--- config.mk ---
export PLATFORM = sky130hd
export DESIGN_NAME = spi_slave_gen
export DESIGN_NICKNAME = d
export VERILOG_FILES = /design/src/rtl/spi_pkg.sv /design/src/rtl/spi_sync.sv /design/src/rtl/spi_slave_gen.sv
export SDC_FILE = /design/constraint.sdc
export NUM_CORES = 1
export LEC_CHECK = 0
export CAP_MARGIN = 40
export CELL_PAD_IN_SITES_DETAIL_PLACEMENT = 1
export CELL_PAD_IN_SITES_GLOBAL_PLACEMENT = 2
export CORE_MARGIN = 5
export CORE_UTILIZATION = 36
export DETAILED_ROUTE_END_ITERATION = 6
export PLACE_DENSITY_LB_ADDON = 0.1
export SYNTH_ARGS = -nofsm -noshare
export SYNTH_HDL_FRONTEND = slang
export SYNTH_SLANG_ARGS = --single-unit
--- constraint.sdc ---
create_clock -name clk -period 2.5 [get_ports clk]
set_input_delay 0.5 -clock clk [delete_from_list [all_inputs] [get_ports clk]]
set_output_delay 0.5 -clock clk [all_outputs]
set_load 0.005 [all_outputs]
--- src/rtl/spi_pkg.sv ---
// Shared definitions for the oversampled SPI slave: mode encodings, FSM states
// and the word-index saturation helper.
package spi_pkg;

  localparam logic [1:0] SPI_MODE0 = 2'b00;
  localparam logic [1:0] SPI_MODE1 = 2'b01;
  localparam logic [1:0] SPI_MODE2 = 2'b10;
  localparam logic [1:0] SPI_MODE3 = 2'b11;

  localparam int MAX_WORD_IDX = 255;

  typedef enum logic {
    ST_IDLE   = 1'b0,
    ST_ACTIVE = 1'b1
  } st_e;

  function automatic logic [7:0] sat_inc8(input logic [7:0] v);
    return (v == 8'(MAX_WORD_IDX)) ? v : v + 8'd1;
  endfunction

endpackage

--- src/rtl/spi_sync.sv ---
// Multi-stage synchroniser for the three SPI pins, bit order {sck, cs, mosi}.
// Resets to an idle bus so no false edge is seen when reset releases.
module spi_sync #(
  parameter int STAGES = 2,
  parameter bit CPOL   = 1'b0
) (
  input  logic       clk,
  input  logic       reset,
  input  logic [2:0] d_in,
  output logic [2:0] d_out
);

  localparam logic [2:0] RST_VAL = {CPOL, 1'b1, 1'b0};

  logic [2:0] stg_q [STAGES];
  logic [2:0] stg_d [STAGES];

  always_comb begin
    stg_d[0] = d_in;
    for (int i = 1; i < STAGES; i++) begin
      stg_d[i] = stg_q[i-1];
    end
  end

  always_ff @(posedge clk or negedge reset) begin
    if (!reset) begin
      for (int i = 0; i < STAGES; i++) stg_q[i] <= RST_VAL;
    end else begin
      for (int i = 0; i < STAGES; i++) stg_q[i] <= stg_d[i];
    end
  end

  assign d_out = stg_q[STAGES-1];

endmodule

--- src/rtl/spi_slave_gen.sv ---
// Parametrised SPI slave (all CPOL/CPHA modes, multi-word frames, framing error).
// Define SPI_MISO_EN to build the MISO transmit shifter; otherwise miso/miso_oe/tx_ack are 0.
module spi_slave_gen
  import spi_pkg::*;
#(
  parameter int DATA_W      = 8,
  parameter int CPOL        = 0,
  parameter int CPHA        = 0,
  parameter int SYNC_STAGES = 2,
  parameter int MSB_FIRST   = 1
) (
  input  logic              clk,
  input  logic              reset,
  input  logic              sck,
  input  logic              cs,
  input  logic              mosi,
  output logic              miso,
  output logic              miso_oe,
  output logic [DATA_W-1:0] data,
  output logic              rdy,
  output logic [7:0]        word_idx,
  output logic              frm_err,
  input  logic [DATA_W-1:0] tx_data,
  output logic              tx_ack,
  output st_e               dbg_state
);

  localparam int         CNT_W       = $clog2(DATA_W + 1);
  localparam logic       IDLE_LVL    = 1'(CPOL);
  localparam logic [1:0] MODE        = {1'(CPOL), 1'(CPHA)};
  localparam bit         SAMPLE_LEAD = (MODE == SPI_MODE0) || (MODE == SPI_MODE2);
  localparam bit         MSB_F       = (MSB_FIRST != 0);

  function automatic logic [DATA_W-1:0] shift_in(input logic [DATA_W-1:0] v, input logic b);
    return MSB_F ? {v[DATA_W-2:0], b} : {b, v[DATA_W-1:1]};
  endfunction

  logic [2:0] sync_out;
  logic       sck_s, cs_s, mosi_s;

  spi_sync #(.STAGES(SYNC_STAGES), .CPOL(IDLE_LVL)) u_sync (
    .clk   (clk),
    .reset (reset),
    .d_in  ({sck, cs, mosi}),
    .d_out (sync_out)
  );
  assign {sck_s, cs_s, mosi_s} = sync_out;

  // One aligned stage after the synchroniser: edges are detected between d1 and d2,
  // and mosi_d1 is the bit that belongs to that edge.
  logic sck_d1_q, sck_d2_q, cs_d1_q, cs_d2_q, mosi_d1_q;

  always_ff @(posedge clk or negedge reset) begin
    if (!reset) begin
      sck_d1_q  <= IDLE_LVL;
      sck_d2_q  <= IDLE_LVL;
      cs_d1_q   <= 1'b1;
      cs_d2_q   <= 1'b1;
      mosi_d1_q <= 1'b0;
    end else begin
      sck_d1_q  <= sck_s;
      sck_d2_q  <= sck_d1_q;
      cs_d1_q   <= cs_s;
      cs_d2_q   <= cs_d1_q;
      mosi_d1_q <= mosi_s;
    end
  end

  logic lead_edge, trail_edge, sample_edge, cs_fall, cs_rise;

  assign lead_edge   = (sck_d1_q ^ sck_d2_q) & (sck_d1_q != IDLE_LVL);
  assign trail_edge  = (sck_d1_q ^ sck_d2_q) & (sck_d1_q == IDLE_LVL);
  assign sample_edge = SAMPLE_LEAD ? lead_edge : trail_edge;
  assign cs_fall     = cs_d2_q & ~cs_d1_q;
  assign cs_rise     = ~cs_d2_q & cs_d1_q;

  st_e               state_q, state_d;
  logic [CNT_W-1:0]  bit_cnt_q, bit_cnt_d, cnt_nxt;
  logic [DATA_W-1:0] rx_q, rx_d, rx_nxt;
  logic [DATA_W-1:0] data_q, data_d;
  logic [7:0]        widx_q, widx_d, wcnt_q, wcnt_d;
  logic              rdy_q, rdy_d, frm_err_q, frm_err_d;
  logic              word_done;

  // rdy and frm_err are single-clk strobes with no back-pressure: data/word_idx
  // are valid from the rdy clk until the next rdy, and the consumer must take them then.
  always_comb begin
    state_d   = state_q;
    bit_cnt_d = bit_cnt_q;
    rx_d      = rx_q;
    data_d    = data_q;
    widx_d    = widx_q;
    wcnt_d    = wcnt_q;
    rdy_d     = 1'b0;
    frm_err_d = 1'b0;
    word_done = 1'b0;
    rx_nxt    = shift_in(rx_q, mosi_d1_q);
    cnt_nxt   = bit_cnt_q + 1'b1;
    case (state_q)
      ST_IDLE: begin
        bit_cnt_d = '0;
        if (cs_fall) begin
          state_d = ST_ACTIVE;
          rx_d    = '0;
          wcnt_d  = '0;
        end
      end
      ST_ACTIVE: begin
        if (sample_edge) begin
          if (cnt_nxt == CNT_W'(DATA_W)) begin
            data_d    = rx_nxt;
            rdy_d     = 1'b1;
            widx_d    = wcnt_q;
            wcnt_d    = sat_inc8(wcnt_q);
            bit_cnt_d = '0;
            rx_d      = '0;
            word_done = 1'b1;
          end else begin
            bit_cnt_d = cnt_nxt;
            rx_d      = rx_nxt;
          end
        end
        // A word finishing in the same clk as cs rising leaves bit_cnt_d at 0: no error.
        if (cs_rise) begin
          if (bit_cnt_d != '0) frm_err_d = 1'b1;
          state_d   = ST_IDLE;
          bit_cnt_d = '0;
          rx_d      = '0;
        end
      end
      default: state_d = ST_IDLE;
    endcase
  end

  always_ff @(posedge clk or negedge reset) begin
    if (!reset) begin
      state_q   <= ST_IDLE;
      bit_cnt_q <= '0;
      rx_q      <= '0;
      data_q    <= '0;
      widx_q    <= '0;
      wcnt_q    <= '0;
      rdy_q     <= 1'b0;
      frm_err_q <= 1'b0;
    end else begin
      state_q   <= state_d;
      bit_cnt_q <= bit_cnt_d;
      rx_q      <= rx_d;
      data_q    <= data_d;
      widx_q    <= widx_d;
      wcnt_q    <= wcnt_d;
      rdy_q     <= rdy_d;
      frm_err_q <= frm_err_d;
    end
  end

  assign data      = data_q;
  assign rdy       = rdy_q;
  assign word_idx  = widx_q;
  assign frm_err   = frm_err_q;
  assign dbg_state = state_q;

`ifdef SPI_MISO_EN
  logic [DATA_W-1:0] tx_q, tx_d;
  logic              miso_q, miso_d, tx_ack_q, tx_ack_d;
  logic              shift_edge, tx_load, shift_ok;

  assign shift_edge = SAMPLE_LEAD ? trail_edge : lead_edge;
  assign tx_load    = ((state_q == ST_IDLE) && cs_fall) || (word_done && !cs_rise);
  // With CPHA=0 the first bit is presented at load, so the trailing edge that closes
  // a word (bit_cnt already 0) must not shift it away.
  assign shift_ok   = (state_q == ST_ACTIVE) && shift_edge && (!SAMPLE_LEAD || (bit_cnt_q != '0));

  always_comb begin
    tx_d     = tx_q;
    miso_d   = miso_q;
    tx_ack_d = 1'b0;
    if (tx_load) begin
      tx_ack_d = 1'b1;
      if (SAMPLE_LEAD) begin
        miso_d = MSB_F ? tx_data[DATA_W-1] : tx_data[0];
        tx_d   = MSB_F ? {tx_data[DATA_W-2:0], 1'b0} : {1'b0, tx_data[DATA_W-1:1]};
      end else begin
        tx_d = tx_data;
      end
    end else if (shift_ok) begin
      miso_d = MSB_F ? tx_q[DATA_W-1] : tx_q[0];
      tx_d   = MSB_F ? {tx_q[DATA_W-2:0], 1'b0} : {1'b0, tx_q[DATA_W-1:1]};
    end
  end

  always_ff @(posedge clk or negedge reset) begin
    if (!reset) begin
      tx_q     <= '0;
      miso_q   <= 1'b0;
      tx_ack_q <= 1'b0;
    end else begin
      tx_q     <= tx_d;
      miso_q   <= miso_d;
      tx_ack_q <= tx_ack_d;
    end
  end

  assign miso    = miso_q;
  assign miso_oe = ~cs_d1_q;
  assign tx_ack  = tx_ack_q;
`else
  logic unused_ok;
  assign unused_ok = ^{tx_data, word_done};
  assign miso      = 1'b0;
  assign miso_oe   = 1'b0;
  assign tx_ack    = 1'b0;
`endif

endmodule

# Word level (Yosys, flattened, before mapping)
# Index checks and enable logic that the tools add are counted.
[totals]
ff_bits = 49
latchBits = 0
ram_bits = 0
rom_bits = 0
in_bits = 13
out_inout_bits = 22
word_cells = 58
n_memories = 0
[op_classes]
n_addsub = 2
mul = 0
div_mod_pow = 0
n_lt_le_gt_ge = 0
eq_ne = 7
shift = 0
n_mux = 23
bitwise = 7
n_reduce_logical = 4
[op_table]
columns = ["cell", "n"]
rows = [
  ["$mux W8", 4],
  ["$mux W7", 3],
  ["$mux W4", 4],
  ["$pmux W8 S2", 1],
  ["$pmux W7 S2", 1],
  ["$add A8 B1 Y8 const B", 1],
  ["$eq A8 B8 Y1 const B", 1],
  ["$mux W1", 8],
  ["$pmux W4 S2", 1],
  ["$ne A2 B2 Y1 const B", 3],
  ["$add A4 B1 Y4 const B", 1],
  ["$eq A4 B4 Y1 const B", 1],
  ["$reduce_and A4 Y1", 1],
  ["$reduce_bool A4 Y1", 1],
  ["$and A1 B1 Y1", 3],
  ["$ne A3 B3 Y1 const B", 1],
  ["$not A1 Y1", 3],
  ["$reduce_and A3 Y1", 1],
  ["$ne A2 B1 Y1 const B", 1],
  ["$pmux W1 S2", 1],
  ["$reduce_and A2 Y1", 1],
  ["$xor A1 B1 Y1", 1],
]

# Depth between registers and ports, before layout
[logic_depth]
ltp_word = 9
ltp_mapped = 7
ltp_nobuf = 5

# By module
# Synthesis repeated with hierarchy kept, for this count alone.
[unflattened]
hier_cells = 162
hier_area_um2 = 1955.6
[modules_own_cells]
columns = ["mod", "n_inst", "cells_per_inst", "area_per_inst_um2", "seq_area_each_um2"]
rows = [
  ["spi_slave_gen", 1, 156, 1803.0, 1078.5],
  ["spi_sync", 1, 6, 152.6, 152.6],
]

# Least setup slack after synthesis
# No wires, ideal clock.
[synth_timing]
path_type = "reg-to-reg"
start = "reg wcnt_q[0]"
end = "reg wcnt_q[0]"
t_arrival_ns = 1.589
required_time_ns = 2.423
slack_ns = 0.834
path_stages_with_launch = 8
synth_period_minus_slack_ns = 1.666
path_cell_list = "dfrtp_1 -> ha_1 -> and3_1 -> buf_6 -> and3_4 -> buf_6 -> or3_1 -> a21oi_1"
[synth_between]
elab_chain_cells = 5
word_cells_on_any_way = 8
[synth_lines]
columns = ["item", "line_no", "rtl"]
rows = [
  ["start, declared", "spi_slave_gen.sv:81", "logic [7:0] widx_q, widx_d, wcnt_q, wcnt_d;"],
  ["start signal, assigned", "spi_slave_gen.sv:151", "wcnt_q <= wcnt_d;"],
  ["$add A8 B1 Y8", "spi_pkg.sv:18", "return (v == 8'(MAX_WORD_IDX)) ? v : v + 8'd1;"],
  ["$mux W8", "spi_pkg.sv:18", ""],
  ["$mux W8", "spi_slave_gen.sv:110", "if (cnt_nxt == CNT_W'(DATA_W)) begin"],
  ["$mux W8", "spi_slave_gen.sv:109", "if (sample_edge) begin"],
  ["$pmux W8 S2", "spi_slave_gen.sv:99", "case (state_q)"],
]
# Several ways; a longest one is shown, not always the timed one. The select of a mux whose other input is x is not followed.
# A chain may end at the register's enable or synchronous reset.

# Worst setup path after layout
[layout_timing]
start = "reg bit_cnt_q[1]"
end = "reg wcnt_q[0]"
[layout_between]
elab_chain_cells = 4
[layout_lines]
columns = ["item", "line_no", "rtl"]
rows = [
  ["start, declared", "spi_slave_gen.sv:78", "logic [CNT_W-1:0] bit_cnt_q, bit_cnt_d, cnt_nxt;"],
  ["start signal, assigned", "spi_slave_gen.sv:147", "bit_cnt_q <= bit_cnt_d;"],
  ["$add A4 B1 Y4", "spi_slave_gen.sv:98", "cnt_nxt = bit_cnt_q + 1'b1;"],
  ["$eq A4 B4 Y1", "spi_slave_gen.sv:110", ""],
  ["$ne A2 B1 Y1 (no line)", "--", ""],
  ["$reduce_and A4 Y1 (no line)", "--", ""],
]
# No other way between the ends.

==> results.cfg <==
[worst_setup_path]
path_class = flop to flop
cp_max_fo = 17
r2r_start = bit_cnt_q[1]
critical_path.startpoint = bit_cnt_q[1]
crit_required_ns = 2.73
crit_slowest_cell = dfrtp_1
startpoint_type = flop
cp-end-kind = flop
r2r_slack_ns = 0.53
max_stage_delay_ns = 0.43
worstReg2RegEnd = wcnt_q[0]
cp.depth = 5
path_buf_inv = 1
worstPathCellList = ha_1 > o2111ai_2 > buf_4 > or3_1 > a21oi_1
crit_end = wcnt_q[0]
worst_r2r_path_depth = 5
cp_top_family = compound AO/OA/AOI/OAI gates
worstPathArrival_ns = 2.20

[drt]
drc = 0
drtIter0Drc = 53
wl_um = 4440
vias_per_cell = 5.11
ant_nets = 0
vias = 1506
wl_per_cell_um = 15.1
drtPass1Iterations = 4

[synthesis]
ys_seq_area_share_pct = 58.6
synth_top_area_share_pct = 53.6
yosysWarnings = 0
ys_top_cells_by_area = dfrtp_1 54%, nand2_1 11%, dfstp_2 5.0%, a22o_1 2.9%, buf_4 1.8%
ys_ff_latch = 49
synth-async-reset-ratio_pct = 100
synth_area_leader_cell = dfrtp_1
synth_common_cells = 60 x nand2_1, 45 x dfrtp_1, 7 x a22o_1, 6 x nand3_1, 6 x nor2_1
synth-edff-count = 0
syn_area_mm2 = 0.00210
syn_avg_cell_area_um2 = 10.6
ys.flop_type = dfrtp_1
synthCells = 199
synth.distinct_cells = 47
synth.most_common_cell = nand2_1

[grt]
grt_max_degree = 24
track_usage_pct = 13.1
overflow = 0
antenna_found_initial = 0
grt_pass1_wl_um = 7760
grt_pass1_vias = 1610

[placed_design]
port_buffers = 23
hpwl_um = 3290
place_inst = 287
globalplace.congestion = 0.750
dp_slack_ns = 0.537

[sta]
fin_skew_ns = 0.00592
finalSetupTns_ns = 0
slew_headroom_pct = 57.9
hold_viol = 0
fmax_mhz = 508
worst_slack_ns = 0.533
rsz0062_at_grt = false
tightest_slew_ns = 0.631
min_period_over_period_pct = 78.7
slew_viol_final = 0
setup-violations-final = 0
min_period_ns = 1.97

[die]
io_pins = 35
fp-row-count = 27
die_h_um = 86.4
fp.coreArea_mm2 = 0.00557
die_w_um = 86.4
start_util_pct = 37.7
die-area_mm2 = 0.00746

[job]
maxCapViolations = 0

[clocking]
cts_setup_buffers = 0
cts_hold_buf = 0
root_buffer = clkbuf_8
insertion_delay_ns = 0.30
cts_tree = built
numClockSinks = 49
cts.htree.levels = 2
cts_buffers = 5
cts_buffer_depth = 2
path_clk_slew_ns = 0.09
cts_resized = 0

[pwr]
power_density_mw_per_mm2 = 560
power_w = 0.00137
irDropWorstVdd_mv = 0.322
p_leak_nw = 1.17

[cells_and_area]
syn_to_final_growth_pct = 16.7
finalNetCount = 237
final_cells = 295
nFillCells = 638
drive_gt1_share_pct = 10.8
diodes = 0

[hold_path]
hold_class = input pin to asynchronous set/reset pin

[outcome]
outcome = complete, no violations
-- per-layer routing --
metal / part of all wire (%) / wire, um / vias up / track usage [%]
li1: - / - / 727 / -
met2: 50 / 2220 / 24 / 23.0
met4: 1.4 / 62 / 0 / 4.96
met1: 45 / 1990 / 749 / 15.5
met3: 3.7 / 165 / 6 / 3.04
met5: 0 / 0 / - / 0
-- placed cells by master (no fill, tap or decap), types with 3 or more instances in the layout --
cell type / n
nor3_1: 3
a22o_1: 7
dfstp_2: 4
clkbuf_8: 5
nand2b_1: 3
nor2_1: 6
nand2_1: 60
nand3_1: 6
clkdlybuf4s50_1: 22
o21ai_0: 3
mux2i_1: 3
buf_4: 5
dfrtp_1: 45
a21oi_1: 5
inv_1: 3
conb_1: 3
-- state kept, by name, summed over array words and instances, names as in the netlist --
register / count
mosi_d1_q: 1
word_idx: 8
cs_d2_q: 1
u_sync.d_out: 3
rx_q: 7
u_sync.stg_d: 3
frm_err: 1
rdy: 1
wcnt_q: 8
data: 8
bit_cnt_q: 4
sck_d1_q: 1
dbg_state: 1
sck_d2_q: 1
cs_d1_q: 1
-- final cells by class --
| class | count | area (um^2) | area share (%) |
|---|---|---|---|
| sequential | 49 | 1230 | 50.2 |
| multi-input combinational | 134 | 762 | 31.1 |
| timing repair buffer | 28 | 263 | 10.7 |
| clock buffer | 5 | 68.8 | 2.81 |
| inverter | 4 | 15.0 | 0.613 |
| clock inverter | 3 | 21.3 | 0.868 |
| tap | 72 | 90.1 | 3.68 |
-- cell families (layout without fill, tap and decap cells) --
logic type | Yosys count | in the layout | synth area share [%]
buf+inv | 18 | 40 | 5.42
other cells | 1 | 3 | 0.179
compound gates | 34 | 34 | 12.9
mux | 3 | 3 | 1.43
simple gates | 91 | 91 | 19.8
fa+ha+maj | 2 | 2 | 1.19
xor+xnor | 1 | 1 | 0.417
flops | 49 | 49 | 58.6
-- worst register-to-register path: cells and delay by family, from the launching register on --
kind / cells / cell delay, ns
AO/OA/AOI/OAI: 2 / 0.45
adder cells (fa/ha/maj): 1 / 0.37
buffers and inverters: 1 / 0.29
flip-flops: 1 / 0.43
AND/OR/NAND/NOR: 1 / 0.36
-- worst min path at each step --
stage | from | end | slack (ns) | cells after the start
final | reset | wcnt_q[6] | 0.02 | 1
after global routing | reset | wcnt_q[4] | 0.005 | 1
after CTS | reset | wcnt_q[6] | 0.01 | 1
after detailed placement | u_sync.stg_d[0] | u_sync.d_out[0] | 0.34 | 0
after global placement | u_sync.d_out[0] | mosi_d1_q | 0.34 | 0
after floorplan | reset | bit_cnt_q[0] | 0.20 | 0
-- where the power goes --
| group | internal [W] | leakage [nW] | switching, W |
|---|---|---|---|
| clock network | 0.000199 | 0.0445 | 0.000272 |
| logic | 0.0000272 | 0.475 | 0.0000507 |
| registers | 0.000811 | 0.651 | 0.0000115 |
| total | 0.00104 | 1.17 | 0.000334 |
-- per-stage QoR --
step | cell area [um^2] | hold WS [ns] | utilization, %
floorplan | 2110 | 0.204 | -
global placement | 2360 | 0.335 | 42.4
detailed placement | 2360 | 0.336 | 42.4
CTS | 2450 | 0.00973 | 44.0
global route | 2450 | 0.00538 | 44.0
finish | 2450 | 0.0220 | 44.0
Note: power is estimated with default switching activity, not from simulation.
